[config.mk]
export PLATFORM = sky130hd
export DESIGN_NAME = psubsb_serial_flat
export DESIGN_NICKNAME = d
export VERILOG_FILES = /design/src/rtl/psubsb_serial_if.sv /design/src/rtl/psubsb_serial.sv /design/src/flat_wrapper.sv
export SDC_FILE = /design/constraint.sdc
export NUM_CORES = 1
export LEC_CHECK = 0
export BUFFER_PORTS_ARGS = -buffer_cell sky130_fd_sc_hd__buf_2
export CORE_MARGIN = 2
export CORE_UTILIZATION = 40
export CTS_CLUSTER_DIAMETER = 40
export DETAILED_ROUTE_END_ITERATION = 8
export GPL_ROUTABILITY_DRIVEN = 0
export HOLD_SLACK_MARGIN = 0.15
export PLACE_DENSITY_LB_ADDON = 0.05
export REMOVE_ABC_BUFFERS = 1
export SYNTH_ARGS = -nofsm -noshare
export SYNTH_HDL_FRONTEND = slang
export SYNTH_SLANG_ARGS = --single-unit
[constraint.sdc]
create_clock -name clk -period 4.8 [get_ports clk]
set_input_delay 0.24 -clock clk [delete_from_list [all_inputs] [get_ports clk]]
set_output_delay 0.24 -clock clk [all_outputs]
set_load 0.005 [all_outputs]
[src/rtl/psubsb_serial_if.sv]
// Operand/result bundle for the lane-serial saturating packed subtractor.
// master = EX-stage requester, slave = psubsb_serial.
interface psubsb_serial_if #(
    parameter int NUM_LANES = 4,
    parameter int LANE_W    = 4
);
    localparam int DW = NUM_LANES * LANE_W;

    logic                 start;
    logic [DW-1:0]        A;
    logic [DW-1:0]        B;
    logic                 busy;
    logic                 done;
    logic [DW-1:0]        Diff;
    logic [NUM_LANES-1:0] lane_ov;
    logic                 Error;

    modport master (output start, A, B, input busy, done, Diff, lane_ov, Error);
    modport slave  (input start, A, B, output busy, done, Diff, lane_ov, Error);
endinterface

[src/rtl/psubsb_serial.sv]
// Lane-serial saturating packed signed subtractor: Diff = A - B, one lane per clock.
// Optional sticky error flag (clr_err/err_sticky ports) under PSUBSB_STICKY_ERR_EN.
module psubsb_lane #(
    parameter int LANE_W = 4
) (
    input  logic [LANE_W-1:0] a,
    input  logic [LANE_W-1:0] b,
    output logic [LANE_W-1:0] d,
    output logic              ov
);
    logic [LANE_W:0] dx;

    always_comb begin
        dx = {a[LANE_W-1], a} - {b[LANE_W-1], b};
        ov = (a[LANE_W-1] != b[LANE_W-1]) && (dx[LANE_W-1] != a[LANE_W-1]);
        d  = dx[LANE_W-1:0];
        if (ov)
            d = a[LANE_W-1] ? {1'b1, {(LANE_W-1){1'b0}}} : {1'b0, {(LANE_W-1){1'b1}}};
    end
endmodule

module psubsb_serial #(
    parameter int NUM_LANES = 4,
    parameter int LANE_W    = 4
) (
    input  logic clk,
    input  logic rst_n,
`ifdef PSUBSB_STICKY_ERR_EN
    input  logic clr_err,
    output logic err_sticky,
`endif
    psubsb_serial_if.slave io
);
    localparam int DW = NUM_LANES * LANE_W;
    localparam int CW = (NUM_LANES > 1) ? $clog2(NUM_LANES) : 1;

    typedef enum logic [1:0] {IDLE, RUN, DONE} state_t;

    state_t               state;
    logic [CW-1:0]        cnt;
    logic [DW-1:0]        a_r, b_r, diff_r;
    logic [NUM_LANES-1:0] ov_r;
    logic                 err_r, busy_r, done_r;

    logic [LANE_W-1:0]    a_lane, b_lane, d_lane;
    logic                 ov_lane;
    logic [NUM_LANES-1:0] ov_next;

    always_comb begin
        a_lane  = a_r[cnt*LANE_W +: LANE_W];
        b_lane  = b_r[cnt*LANE_W +: LANE_W];
        ov_next = ov_r | (NUM_LANES'(ov_lane) << cnt);
    end

    psubsb_lane #(.LANE_W(LANE_W)) u_lane (
        .a  (a_lane),
        .b  (b_lane),
        .d  (d_lane),
        .ov (ov_lane)
    );

    // Accept is shared by IDLE and DONE so back-to-back ops lose no cycle.
    always_ff @(posedge clk) begin
        if (!rst_n) begin
            state  <= IDLE;
            cnt    <= '0;
            a_r    <= '0;
            b_r    <= '0;
            diff_r <= '0;
            ov_r   <= '0;
            err_r  <= 1'b0;
            busy_r <= 1'b0;
            done_r <= 1'b0;
        end else begin
            case (state)
                RUN: begin
                    diff_r[cnt*LANE_W +: LANE_W] <= d_lane;
                    ov_r  <= ov_next;
                    err_r <= |ov_next;
                    cnt   <= cnt + CW'(1);
                    if (cnt == CW'(NUM_LANES - 1)) begin
                        state  <= DONE;
                        busy_r <= 1'b0;
                        done_r <= 1'b1;
                    end
                end
                default: begin
                    done_r <= 1'b0;
                    state  <= IDLE;
                    if (io.start) begin
                        a_r    <= io.A;
                        b_r    <= io.B;
                        diff_r <= '0;
                        ov_r   <= '0;
                        err_r  <= 1'b0;
                        cnt    <= '0;
                        busy_r <= 1'b1;
                        state  <= RUN;
                    end
                end
            endcase
        end
    end

`ifdef PSUBSB_STICKY_ERR_EN
    // Set has priority over clr_err when an overflowing lane is written.
    always_ff @(posedge clk) begin
        if (!rst_n)
            err_sticky <= 1'b0;
        else if (state == RUN && |ov_next)
            err_sticky <= 1'b1;
        else if (clr_err)
            err_sticky <= 1'b0;
    end
`endif

    assign io.busy    = busy_r;
    assign io.done    = done_r;
    assign io.Diff    = diff_r;
    assign io.lane_ov = ov_r;
    assign io.Error   = err_r;
endmodule
[src/flat_wrapper.sv]
// flat-port wrapper written by rule: the top's interface ports become plain ports
module psubsb_serial_flat 
#(
    parameter int NUM_LANES = 4,
    parameter int LANE_W    = 4
)
  (clk, rst_n, io_start, io_A, io_B, io_busy, io_done, io_Diff, io_lane_ov, io_Error);
  psubsb_serial_if #(.NUM_LANES(NUM_LANES), .LANE_W(LANE_W)) io_i ();
  input  logic clk;
  input  logic rst_n;
  input wire logic [$bits(io_i.start)-1:0] io_start;
  input wire logic [$bits(io_i.A)-1:0] io_A;
  input wire logic [$bits(io_i.B)-1:0] io_B;
  output wire logic [$bits(io_i.busy)-1:0] io_busy;
  output wire logic [$bits(io_i.done)-1:0] io_done;
  output wire logic [$bits(io_i.Diff)-1:0] io_Diff;
  output wire logic [$bits(io_i.lane_ov)-1:0] io_lane_ov;
  output wire logic [$bits(io_i.Error)-1:0] io_Error;
  assign io_i.start = io_start;
  assign io_i.A = io_A;
  assign io_i.B = io_B;
  assign io_busy = io_i.busy;
  assign io_done = io_i.done;
  assign io_Diff = io_i.Diff;
  assign io_lane_ov = io_i.lane_ov;
  assign io_Error = io_i.Error;
  psubsb_serial #(.NUM_LANES(NUM_LANES), .LANE_W(LANE_W)) u_core (.clk(clk), .rst_n(rst_n), .io(io_i));
endmodule
==> results.md <==
* Status: complete, no violations
* Port buffer count at 57
* Rows at 29
* CTS clk-pin slew, worst paths at around 0.06 ns
* Critical Path AT at approximately 3.9 ns
* Final period util at 0.757
* Cells taking the most area after synthesis: dfxtp_1 (44%), nand2_1 (10%), a21oi_1 (7.3%), mux4_2 (6.8%), ha_1 (3.3%)
* Clk_lat worst skew at between 0.3 and 0.4 ns
* Flop2flop setup slack at 1.17 ns
* Maximum root-to-sink buffer count at 2
* Core ar. at approximately 0.0064 mm²
* Fin crit period at 3.63 ns
* Post-Route Utilization at 0.551
* Synthesized area per cell at between 8 and 9 µm²
* Crit path from: u_core.cnt[0]
* Crit. End Element: register
* EDFF count, synth at 0
* Most common cell after layout, fill and taps aside: nand2_1
* Worst path required time at between 5 and 6 ns
* Ys async rst share at 0
* Highest Clock Rate at approximately 280 MHz
* Clock Skews at a little over 0.009 ns
* Synth cell types at 38
* Antenna violations before repair at 0
* Max-slew violations at 0
* VDD IR max at 0.000195 V
* Residual DRC count at 0
* Via count at about 2400
* Post-Synthesis Cell Area at approximately 0.0027 mm²
* Prevailing post-synth register cell: dfxtp_1
* 1st-iter DRT viols at 75
* YS warnings at 0
* Min-Delay Path Class: in -> reg
* Cell taking the most area after synthesis: dfxtp_1
* Largest net degree at the start of global routing at 32
* CP Launch Type: register
* Pwr Density at 360 mW/mm²
* MaxCap Viol Count at 0
* Final wirelength at 6.46 mm
* Share of cells above drive strength 1 at 0.211
* Final net count at between 400 and 500
* Cells after Synth at between 300 and 400
* CP Max Fanout at 15
* Setup TNS at 0 ns
* Setup Viol. Count Final at 0
* Vias in the first global route at approximately 2300
* Total clock sinks at between 50 and 60
* Critical R2R Launch: u_core.cnt[0]
* Post-DP HPWL at 4.42 mm
* Reg2reg path depth at 10
* Crit path largest cell delay at around 0.82 ns
* Crit-path most repeated cell: a21oi_1
* Io pins at between 50 and 60
* Drt pass-1 iters at 4
* Area Overhead vs Synth at 32.3%
* Critical path class: reg -> reg
* CP max stage cell: dfxtp_1
* Number of hold violations in the final report at 0
* Die area at approximately 0.0073 mm²
* CTS tree: built
* Top-area cell type share of the netlist area at 0.444
* GR Overflow Total at 0
* Most frequent cells in the layout: nand2_1 (71), dfxtp_1 (59), buf_2 (57)
* Slew @ Worst Pin at roughly 0.88 ns
* Leakage at between 1 and 1.5 nW
* Number of vias per cell at 5.13
* DIE WIDTH at 85.5 µm
* First-pass GRT wire length at between 10 and 15 mm
* Fillers at 616
* Rel. slew slack at 0.408
* H-tree depth at 3
* Detail Route Antenna Nets at 0
* Seq/Total Area, Yosys at 0.444
* Reg-to-reg endpoint: u_core.io.Error
* # diodes at 0
* RSZ-0062 raised after global routing: no
* Number of synthesized register bits at between 50 and 60
* Root Buffer: clkbuf_8
* Total track usage at 0.189
* Wirelength per Cell at 13.7 µm
* Inserted Clock Buffers at 9
* Starting density of the core at 0.416
* Die Y at 85.5 µm
* End of the critical path: u_core.io.Error
* Critical-path cell list: mux4_2 > inv_1 > ha_1 > a21o_1 > a21oi_1 > fa_1 > or3b_2 > a21oi_1 > o31ai_1 > a31oi_1
metal layers:
metal	wire, µm	global-route usage	up-vias
li1	-	-	1238
met1	3060	0.238	1108
met2	2950	0.296	51
met3	226	0.0356	14
met4	221	0.126	0
met5	0	0	-
Yosys cell counts (all sizes together), types with 4 or more instances:
| cell | count |
|---|---|
| nand2 | 71 |
| dfxtp | 59 |
| a21oi | 39 |
| nor2 | 18 |
| nand3 | 12 |
| clkbuf | 11 |
| buf | 10 |
| inv | 10 |
| o211ai | 10 |
| mux4 | 8 |
| ha | 7 |
| a32o | 6 |
| nand4 | 6 |
| nand2b | 4 |
layout make-up:
type	count	area (µm²)	share of cell area
repair buffers	90	608	0.173
clock buffers	12	145	0.0413
flip-flops and latches	59	1180	0.336
clock inverters	4	97.6	0.0277
inverters	10	37.5	0.0107
multi-input cells	218	1350	0.384
well taps	77	96.3	0.0274
where the power goes:
part | switching (mW) | internal [mW]
combinational | 0.104 | 0.0818
sequential | 0.0160 | 0.512
clock | 0.193 | 0.360
total | 0.313 | 0.953
flip-flops by register name, summed over array words and instances (netlist names):
register and count:
u_core.io.Diff 16, u_core.io.lane_ov 4, u_core.a_r 16, u_core.cnt 2
u_core.state 2, u_core.io.done 1, u_core.io.busy 1, u_core.b_r 16
u_core.io.Error 1
stage by stage:
step	hold WS [ns]	setup slack, ns	cells	instance area (µm²)	power [mW]
floorplan	0.376	1.47	287	2570	0.645
global placement	0.441	1.19	424	2970	0.705
detailed placement	0.448	1.14	424	2970	0.706
CTS	0.151	1.12	470	3520	1.28
global route	0.204	0.898	470	3520	1.33
finish	0.169	1.17	470	3520	1.27
worst min path at each step:
stage / startpoint / endpoint / slack (ns) / cells past startpoint
finish: io_A[2] / u_core.a_r[2] / 0.17 / 3
global route: io_B[2] / u_core.b_r[2] / 0.20 / 3
global placement: u_core.b_r[14] / u_core.b_r[14] / 0.44 / 2
floorplan: io_A[0] / u_core.a_r[0] / 0.38 / 2
CTS: io_A[2] / u_core.a_r[2] / 0.15 / 3
detailed placement: u_core.b_r[12] / u_core.b_r[12] / 0.45 / 2
kinds of logic after synthesis:
family	synth area share
and+or+nand+nor	0.226
AOI/OAI and AO/OA	0.152
DFF	0.444
buffers and inverters	0.0475
muxes	0.0791
adders and majority gates	0.0480
xor gates and xnor gates	0.00329
worst max-delay path: cells and delay by family (launching register included):
family                     cells  cell delay (ns)
and+or+nand+nor                1             0.47
DFF                            1             0.82
buffers and inverters          1             0.12
AOI/OAI and AO/OA              5             0.78
adders and majority gates      2             0.74
muxes                          1             0.59
repair_timing:
action,4_1_cts,5_1_grt
gates resized for setup,0,0
setup endpoints to repair,0,0
hold buffers,30,0
setup buffers,0,0
endpoints found under the hold margin,30,0
No activity file was read; power rests on OpenSTA's default activity.
